### config.mk
export PLATFORM = sky130hd
export DESIGN_NAME = branch_tracker
export DESIGN_NICKNAME = d
export VERILOG_FILES = /design/src/rtl/branch_tracker_pkg.sv /design/src/rtl/branch_tracker_pred_fifo.sv /design/src/rtl/branch_tracker.sv
export SDC_FILE = /design/constraint.sdc
export NUM_CORES = 1
export LEC_CHECK = 0
export CAP_MARGIN = 10
export CORE_MARGIN = 1.5
export CORE_UTILIZATION = 49
export DETAILED_ROUTE_END_ITERATION = 7
export GPL_ROUTABILITY_DRIVEN = 0
export PLACE_DENSITY = 0.77
export SYNTH_ARGS = -nofsm -noshare
export SYNTH_HDL_FRONTEND = slang
export SYNTH_SLANG_ARGS = --single-unit
### constraint.sdc
create_clock -name clk -period 4.22 [get_ports clk]
set_clock_uncertainty 0.05 [all_clocks]
set_input_delay 0.422 -clock clk [delete_from_list [all_inputs] [get_ports clk]]
set_output_delay 0.422 -clock clk [all_outputs]
set_load 0.05 [all_outputs]
### src/rtl/branch_tracker_pkg.sv
`default_nettype none
// ---------------------------------------------------------------------------
// branch_tracker_pkg : tracker FSM state encoding and default queue depth
// Revision: 1.0
// ---------------------------------------------------------------------------
package branch_tracker_pkg;

  localparam int DEPTH_DEFAULT = 4;

  typedef enum logic [1:0] {
    IDLE = 2'd0,
    REQ  = 2'd1,
    CAPT = 2'd2,
    UPD  = 2'd3
  } state_t;

endpackage
`default_nettype wire

### src/rtl/branch_tracker_pred_fifo.sv
`default_nettype none
// ---------------------------------------------------------------------------
// pred_fifo : 1-bit wide queue of outstanding predictions with flush
// Revision: 1.0
// ---------------------------------------------------------------------------
module pred_fifo
  import branch_tracker_pkg::*;
#(
  parameter int DEPTH = DEPTH_DEFAULT
) (
  input  logic                     clk,
  input  logic                     reset,
  input  logic                     push,
  input  logic                     push_data,
  input  logic                     pop,
  input  logic                     flush,
  output logic                     head_data,
  output logic [$clog2(DEPTH):0]   count
);

  localparam int AW = $clog2(DEPTH);
  localparam int CW = AW + 1;

  logic [DEPTH-1:0] mem_q,   mem_d;
  logic [AW-1:0]    head_q,  head_d;
  logic [AW-1:0]    tail_q,  tail_d;
  logic [CW-1:0]    count_q, count_d;

  always_comb begin
    mem_d   = mem_q;
    head_d  = head_q;
    tail_d  = tail_q;
    count_d = count_q;
    if (flush) begin
      head_d  = '0;
      tail_d  = '0;
      count_d = '0;
    end else begin
      if (push) begin
        mem_d[tail_q] = push_data;
        tail_d        = tail_q + AW'(1);
      end
      if (pop) begin
        head_d = head_q + AW'(1);
      end
      count_d = count_q + CW'(push) - CW'(pop);
    end
  end

  always_ff @(posedge clk or posedge reset) begin
    if (reset) begin
      mem_q   <= '0;
      head_q  <= '0;
      tail_q  <= '0;
      count_q <= '0;
    end else begin
      mem_q   <= mem_d;
      head_q  <= head_d;
      tail_q  <= tail_d;
      count_q <= count_d;
    end
  end

  assign head_data = mem_q[head_q];
  assign count     = count_q;

endmodule
`default_nettype wire

### src/rtl/branch_tracker.sv
`default_nettype none
// ---------------------------------------------------------------------------
// branch_tracker : requests predictions for fetched branches, queues them and
//                  trains the predictor / flags mispredicts on resolution
// Revision: 1.0
// ---------------------------------------------------------------------------
module branch_tracker
  import branch_tracker_pkg::*;
#(
  parameter int DEPTH = DEPTH_DEFAULT
) (
  input  logic                     clk,
  input  logic                     reset,
  input  logic                     br_valid,
  output logic                     br_ready,
  output logic                     fetch_pred_valid,
  output logic                     fetch_pred,
  input  logic                     resolve_valid,
  input  logic                     resolve_taken,
  output logic                     resolve_ready,
  output logic                     mispredict,
  output logic                     pred_request,
  output logic                     pred_result,
  output logic                     pred_taken,
  input  logic                     pred_in,
  output logic [$clog2(DEPTH):0]   count
);

  localparam int CW = $clog2(DEPTH) + 1;

  state_t state_q, state_d;
  logic   taken_q, taken_d;
  logic   stored_pred_q, stored_pred_d;
  logic   fifo_head;
  logic   in_idle;
  logic   in_upd;

  assign in_idle = (state_q == IDLE);
  assign in_upd  = (state_q == UPD);

  // Ready outputs are held low while reset is asserted so the port is fully quiet.
  assign resolve_ready    = !reset && in_idle && (count != '0);
  assign br_ready         = !reset && in_idle && (count != CW'(DEPTH)) &&
                            !(resolve_valid && resolve_ready);
  assign pred_request     = (state_q == REQ);
  assign pred_result      = in_upd;
  assign pred_taken       = in_upd && taken_q;
  assign mispredict       = in_upd && (stored_pred_q != taken_q);
  assign fetch_pred_valid = (state_q == CAPT);
  assign fetch_pred       = (state_q == CAPT) && pred_in;

  always_comb begin
    state_d       = state_q;
    taken_d       = taken_q;
    stored_pred_d = stored_pred_q;
    case (state_q)
      IDLE: begin
        if (resolve_valid && resolve_ready) begin
          state_d       = UPD;
          taken_d       = resolve_taken;
          stored_pred_d = fifo_head;
        end else if (br_valid && br_ready) begin
          state_d = REQ;
        end
      end
      REQ:     state_d = CAPT;
      CAPT:    state_d = IDLE;
      UPD:     state_d = IDLE;
      default: state_d = IDLE;
    endcase
  end

  always_ff @(posedge clk or posedge reset) begin
    if (reset) begin
      state_q       <= IDLE;
      taken_q       <= 1'b0;
      stored_pred_q <= 1'b0;
    end else begin
      state_q       <= state_d;
      taken_q       <= taken_d;
      stored_pred_q <= stored_pred_d;
    end
  end

  // A mispredict squashes every younger prediction, so flush wins over the pop.
  pred_fifo #(
    .DEPTH (DEPTH)
  ) u_pred_fifo (
    .clk       (clk),
    .reset     (reset),
    .push      (state_q == CAPT),
    .push_data (pred_in),
    .pop       (in_upd),
    .flush     (mispredict),
    .head_data (fifo_head),
    .count     (count)
  );

endmodule
`default_nettype wire

# Yosys cells after proc, flatten, opt, wreduce, memory -nomap -nowiden
# Cells that the tools add are included.
# W data, S select, Z words.
word_totals:
  ff_bits: 15
  input_bits: 6
  out_inout_bits: 11
  elab_cells: 53
op_classes:
  add_sub_neg: 4
  n_lt_le_gt_ge: 3
  eq_ne: 6
  n_mux: 13
  bitwise: 1
  n_reduce_logical: 19
op_table:
  columns: ["cell", "count"]
  rows:
  - ["$mux W2", 6]
  - ["$logic_and A1 B1 Y1", 10]
  - ["$lt A2 B3 Y1 const B", 2]
  - ["$pmux W2 S3", 1]
  - ["$add A2 B1 Y2 const B", 2]
  - ["$bwmux W4", 1]
  - ["$eq A2 B2 Y1 const B", 2]
  - ["$reduce_and A2 Y1", 2]
  - ["$reduce_bool A2 Y1", 2]
  - ["$add A3 B1 Y3", 1]
  - ["$mux W3", 1]
  - ["$ne A3 B1 Y1 const B", 1]
  - ["$ne A3 B3 Y1 const B", 1]
  - ["$reduce_bool A3 Y1", 1]
  - ["$sub A3 B1 Y3", 1]
  - ["$bmux W1 S2", 1]
  - ["$demux W1 S2", 1]
  - ["$eq A2 B1 Y1 const B", 1]
  - ["$ge A2 B1 Y1 const B", 1]
  - ["$logic_not A1 Y1", 2]
  - ["$logic_not A2 Y1", 1]
  - ["$mux W1", 2]
  - ["$reduce_or A2 Y1", 1]
  - ["$ne A1 B1 Y1", 1]
  - ["$not A1 Y1", 1]

# Depth between registers and ports, before layout
depth:
  depth_word: 10
  ltp_mapped: 6

# Cells and area by module
# From an unflattened synthesis, not the netlist that was laid out.
unflattened:
  hier_cells: 73
  hier_area_um2: 870.8
by_module_without_submodules:
  columns: ["mod", "instances", "cells_per_inst", "area_each_um2"]
  rows:
  - ["pred_fifo", 1, 48, 609.3]
  - ["branch_tracker", 1, 25, 261.5]

# Worst setup path before layout
# OpenSTA, ideal clock, no wires.
synth_timing:
  kind: "reg2out"
  startpoint: "register u_pred_fifo.count_q[1] (netlist: u_pred_fifo.count[1])"
  endpoint: "output resolve_ready"
  t_arrival_ps: 1581
  path_slack_ps: 2167
  path_stages_with_launch: 3
  cell_sequence: "dfrtp_1 > nor3_1 > nor2b_1"
synth_via:
  elab_chain_cells: 2
synth_lines:
  columns: ["item", "line", "text"]
  rows:
  - ["start, declared", "branch_tracker_pred_fifo.sv:27", "logic [CW-1:0] count_q, count_d;"]
  - ["start signal, assigned", "branch_tracker_pred_fifo.sv:60", "count_q <= count_d;"]
  - ["$reduce_bool A3 Y1", "branch_tracker.sv:42", "assign resolve_ready = !reset && in_idle && (count != '0);"]
  - ["$logic_and A1 B1 Y1", "branch_tracker.sv:42", null]
  - ["end, declared", "branch_tracker.sv:20", "output logic resolve_ready,"]
# No other way between the ends.

# Worst setup path after layout
layout_timing:
  startpoint: "register state_q[1]"
  endpoint: "output fetch_pred"
layout_via:
  elab_chain_cells: 2
layout_lines:
  columns: ["item", "line", "text"]
  rows:
  - ["start, declared", "branch_tracker.sv:31", "state_t state_q, state_d;"]
  - ["start signal, assigned", "branch_tracker.sv:79", "state_q <= state_d;"]
  - ["$eq A2 B2 Y1", "branch_tracker.sv:50", "assign fetch_pred = (state_q == CAPT) && pred_in;"]
  - ["$logic_and A1 B1 Y1", "branch_tracker.sv:50", null]
  - ["end, declared", "branch_tracker.sv:17", "output logic fetch_pred,"]
# No other way between the ends.

==> impl_metrics.toml <==
[cts]
clock_latency_ns = 0.28
cts_sinks = 15
htreeDepth = 1
post-cts-setup-buffers = 0
ctsResizeCount = 0
clkTransAtPathRegs_ns = 0.08
cts_hold_buffers = 0
tritoncts = "yes"
clock-root-buffer = "clkbuf_4"
cts_max_path_buffers = 2
cts_buffers = 3

[routing]
route.detailed.drc = 0
vias_per_cell = 5.34
wl_mm = 1.44
drtPass1Iterations = 2
ant_nets = 0
wire_per_inst_um = 13.4
drtIter0Drc = 3
num_vias = 571

[synth]
synth.most_common_cell = "dfrtp_1"
synth_fp_nets = 84
synth_area_leaders = "dfrtp_1, ha_1, mux2_4"
synth_enable_flop_cells = 0
synth_seq_cells = 15
ys_seq_area_share_pct = 45.0
ys_warn_count = 0
async_flop_share_pct = 100
synth_top_area_cell = "dfrtp_1"
synth.distinct_cells = 31
netlist_instances = 72
netlist_area_um2 = 835
synth_top_area_share_pct = 45.0
postSynthAreaPerCell_um2 = 11.6
synth_top_flop_cell = "dfrtp_1"
ys_top_cells_by_count = "dfrtp_1, nor2_1, ha_1, inv_1"

[pwr]
pwr-share-comb_pct = 55.1
seq_power_share_pct = 35.3
powerDensity_mw_per_mm2 = 811
p_switching_mw = 0.375
netSwitchingFraction_pct = 44.9
p_int_mw = 0.460
power.leakage_nw = 0.475
power_frac_clock_pct = 9.6
ir_worst_vdd_v = 0.000466

[critical_path]
arrival_ns = 2.26
cp-start-kind = "flip-flop"
r2r-start = "state_q[1]"
worstPathRequired_ns = 3.75
path_cells = "nor2b_2 > and2_2 > clkdlybuf4s50_1"
crit_path_top_delay_cell = "clkdlybuf4s50_1"
path_class = "reg -> out"
crit_fanout = 8
critPathCaptureType = "output port"
startpoint = "state_q[1]"
max_stage_delay_ns = 0.79

[final_layout]
drive_gt1_share_pct = 23.1
fill_cells = 126
multi_input_area_um2 = 429
final_nets = 104
layout.cells.non_filler = 107
regArea_um2 = 375
area_growth_pct = 23.4
final_util_pct = 66.8
num_antenna_cells = 0

[floorplan]
core_mm2 = 0.00154
fp.dieW_um = 44.3
die_height_um = 44.3
io_pins = 17
num_rows = 14
start_util_pct = 54.1
die-area_mm2 = 0.00196

[grt]
grt_pass1_vias = 578
grt_pass1_wl_mm = 2.56
grt_max_degree = 16
grt_usage_pct = 18.9
grt-ovfl-total = 0
antenna_found_initial = 0

[timing]
finalMaxSlewViolations = 0
max_slew_margin_pct = 63.5
max_freq_mhz = 366
tightest_slew_ns = 0.548
setup_tns_ns = 0
finalSetupViolations = 0
post-route-period-util_pct = 64.8
fin_crit_ns = 2.73
hold_viol_final = 0
rsz0062_at_grt = "false"

[min_path]
hold_path.class = "reg -> reg"
holdCritStartpoint = "u_pred_fifo.mem_q[3]"

[flow_run]
maxCapViolCount = 0

[placement]
port_buffers = 16
place_inst = 103
dp_hpwl_mm = 1.07

[outcome]
status = "finished clean"
==> cells by family (layout without fill, tap and decap cells) <==
| family | count (synthesis) | after routing | share of synthesized area, % |
|---|---|---|---|
| simple gates | 28 | 28 | 19.8 |
| compound gates | 5 | 5 | 3.75 |
| flops | 15 | 15 | 45.0 |
| buf+inv | 6 | 25 | 3.60 |
| xor+xnor | 4 | 4 | 4.20 |
| fa+ha+maj | 6 | 6 | 9.90 |
| mux | 8 | 8 | 13.8 |
==> metal layers <==
| layer | global-route usage [%] | vias to the layer above | routed length, um |
|---|---|---|---|
| met4 | 9.09 | 0 | 32 |
| met3 | 7.35 | 4 | 79 |
| li1 | - | 279 | - |
| met2 | 30.6 | 11 | 676 |
| met1 | 22.0 | 277 | 650 |
| met5 | 0 | - | 0 |
==> cells in the final DEF (no fill, tap or decap), drive strengths merged, types with 3 or more instances in the layout <==
cell,instances
nor3,3
ha,5
nor2,7
clkdlybuf4s50,16
mux2,6
inv,5
dfrtp,15
nand2,6
clkbuf,4
nor2b,3
==> flip-flops by register name, summed over array words and instances (netlist names) <==
| register | cells |
|---|---|
| stored_pred_q | 1 |
| u_pred_fifo.count | 3 |
| u_pred_fifo.mem_q | 4 |
| taken_q | 1 |
| u_pred_fifo.tail_q | 2 |
| u_pred_fifo.head_q | 2 |
| state_q | 2 |
==> stage by stage <==
step	hold WS, ns	total power [mW]	area, um^2	setup WS [ns]
after floorplan	0.273	0.642	835	2.17
after global placement	0.443	0.750	1000	1.70
after detailed placement	0.447	0.761	1000	1.69
after CTS	0.467	0.846	1030	1.46
after global routing	0.490	0.903	1030	1.38
final	0.467	0.835	1030	1.49
==> worst max-delay path, delay by kind of cell, from the launching register on <==
kind	cells	cell delay (ns)
AND/OR/NAND/NOR	2	0.68
buffers and inverters	1	0.79
flip-flops	1	0.50
==> power groups by stage <==
stage	registers (mW)	clock network [mW]	logic, mW
2_1_floorplan	0.328	0	0.314
3_3_place_gp	0.295	0	0.455
3_5_place_dp	0.297	0	0.464
4_1_cts	0.296	0.0835	0.467
5_1_grt	0.307	0.0895	0.506
6_report	0.295	0.0804	0.460
==> final cells by class <==
class | count | share of cell area [%]
inverters | 5 | 1.82
multi-input cells | 51 | 41.7
flip-flops and latches | 15 | 36.5
clock buffers | 4 | 2.55
repair buffers | 16 | 15.6
well taps | 16 | 1.94
==> worst paths after layout <==
path,cells past startpoint,slack [ns],endpoint
min in group asynchronous,2,0.48,state_q[0]
worst min-delay path,1,0.47,u_pred_fifo.mem_q[3]
worst min register to register,1,0.47,u_pred_fifo.mem_q[3]
worst max register to register,6,2.50,u_pred_fifo.count[2]
max in group asynchronous,2,3.28,u_pred_fifo.tail_q[0]
worst max-delay path,3,1.49,fetch_pred
Power figures use the tool's default switching activity.
==> RTL change, RTL diff (same settings) <==
Put a register stage on the output `pred_request`, cleared by the reset. The value now appears one clock later. The other outputs are not delayed to match.
--- a/src/rtl/branch_tracker.sv
+++ b/src/rtl/branch_tracker.sv
@@ -42,7 +42,13 @@
   assign resolve_ready    = !reset && in_idle && (count != '0);
   assign br_ready         = !reset && in_idle && (count != CW'(DEPTH)) &&
                             !(resolve_valid && resolve_ready);
-  assign pred_request     = (state_q == REQ);
+  always_ff @(posedge clk or posedge reset) begin
+    if (reset) begin
+      pred_request <= '0;
+    end else begin
+      pred_request <= (state_q == REQ);
+    end
+  end
   assign pred_result      = in_upd;
   assign pred_taken       = in_upd && taken_q;
   assign mispredict       = in_upd && (stored_pred_q != taken_q);
Formal check against the unedited RTL: not equivalent (a bounded check fails within 4 cycles, from zero or initial values and one cycle with reset high).
==> RTL change against the unedited design <==
Area after synthesis grew 3.0%. Power up 4.3%. Routed wire length rose by 4.5%. Sequential cell count is 1 higher. Worst setup slack better by 0.014 ns. Cell area is 3.4% higher. Clock power up 27%. Critical path depth unchanged. Largest cell class unchanged.
==> RTL change: results (changes against the unedited design) <==
Run status
  – Status: finished, final reports clean

Layout
  – Layout Nets: 105 (+0.96%)
  – FF/Latch Area: 400 µm² (+6.7%)
  – Clock-cell share: 0.0341 (+0.00856)
  – Seq/total area: 0.376 (+0.0115)
  – Layout cells sized above 1: 0.239 (+0.00836)
  – Filler cells: 123 (-2.4%)
  – Buffering overhead: 0.150 (-0.00512)
  – Max FFs per register: 4 (unchanged)

Power and ir drop
  – Tot Pwr: 0.871 mW (+4.3%)
  – Comb pwr share: 0.529 (-0.022)
  – Switching share of power: 0.441 (-0.00813)
  – LEAKAGE: 0.494 nW (+4.1%)
  – Max rail drop VDD: 0.467 mV (+0.33%)
  – Clock share of power: 0.117 (+0.021)

Route
  – Via count: 561 (-1.8%)
  – WL/cell: 13.9 µm (+3.5%)
  – Initial DRC Count: 4 (+1)
  – Drt pass-1 iters: 4 (+2)
  – WL final: 1500 µm (+4.5%)
  – Met2 wire length: 683 µm (+1.0%)
  – Met1 Wirelength: 742 µm (+14%)
  – Met3 wire length: 62 µm (-22%)

GRT
  – Vias in the first global route: 566 (-2.1%)
  – First-pass GRT wire length: 2530 µm (-1.3%)
  – Met3 GRT Util: 0.0480 (-0.0255)
  – Met1 Resource Use GR: 0.225 (+0.00470)
  – Met2 usage: 0.287 (-0.0189)
  – Overall Global Routing Usage: 0.174 (-0.0150)
  – Largest net degree at the start of global routing: 17 (+1)

Clock network
  – Post-CTS Resized: 0 (unchanged)
  – Clock Sinks: 16 (+1)
  – Worst-path clk slew: 0.10 ns (+0.02 ns)
  – Clock root cell: clkbuf_4
  – Postcts setup bufs: 0 (unchanged)

Yosys
  – Cells after synthesis: 73 (+1.4%)
  – Ranking of synthesized cells by area: dfrtp_1, ha_1, mux2_4
  – Asr flop ratio synth: 1.00 (unchanged)
  – Most instantiated cells after synthesis: dfrtp_1, nor2_1, ha_1, inv_1
  – Mux share of post-synthesis cell area: 0.134 (-0.00402)
  – Synth Net Count: 85 (+1.2%)
  – Sequential-to-total area share from yosys stat: 0.466 (+0.0160)
  – XOR/XNOR share of the synthesized area: 0.0408 (-0.00122)
  – Adder-cell share of the synthesized area: 0.0961 (-0.00288)
  – Synth Area in Compound Gates: 0.0364 (-0.00109)

STA
  – Slew @ Worst Pin: 0.604 ns (+0.0567 ns)

Place
  – DP Cell Count: 104 (+0.97%)
  – Pre-CTS WS: 1.67 ns (-0.0129 ns)
  – Dpl hpwl: 1130 µm (+5.8%)
  – Post-Place Cell Area: 0.00103 mm² (+2.5%)

Die
  – Die ar.: 0.00201 mm² (+2.8%)
==> RTL change: cell types whose count changed in the layout (fill, tap and decap cells not counted) <==
| cell | delta |
|---|---|
| clkbuf_8 | +1 |
| dfrtp_1 | +1 |
| clkbuf_1 | -1 |
==> RTL change: path summary, 6_finish.rpt <==
path	startpoint	cells past startpoint	end	slack, ns
max in group asynchronous	reset	2	u_pred_fifo.tail_q[0]$_DFFE_PP0P_	3.23
max reg2reg	state_q[1]$_DFFE_PP0P_	6	u_pred_fifo.count[2]$_DFF_PP0_	2.48
max	state_q[1]$_DFFE_PP0P_	3	fetch_pred	1.50
min in group asynchronous	reset	2	u_pred_fifo.head_q[0]$_DFFE_PP0P_	0.50
min reg2reg	u_pred_fifo.mem_q[2]$_DFFE_PP0P_	1	u_pred_fifo.mem_q[2]$_DFFE_PP0P_	0.47
min	u_pred_fifo.mem_q[2]$_DFFE_PP0P_	1	u_pred_fifo.mem_q[2]$_DFFE_PP0P_	0.47
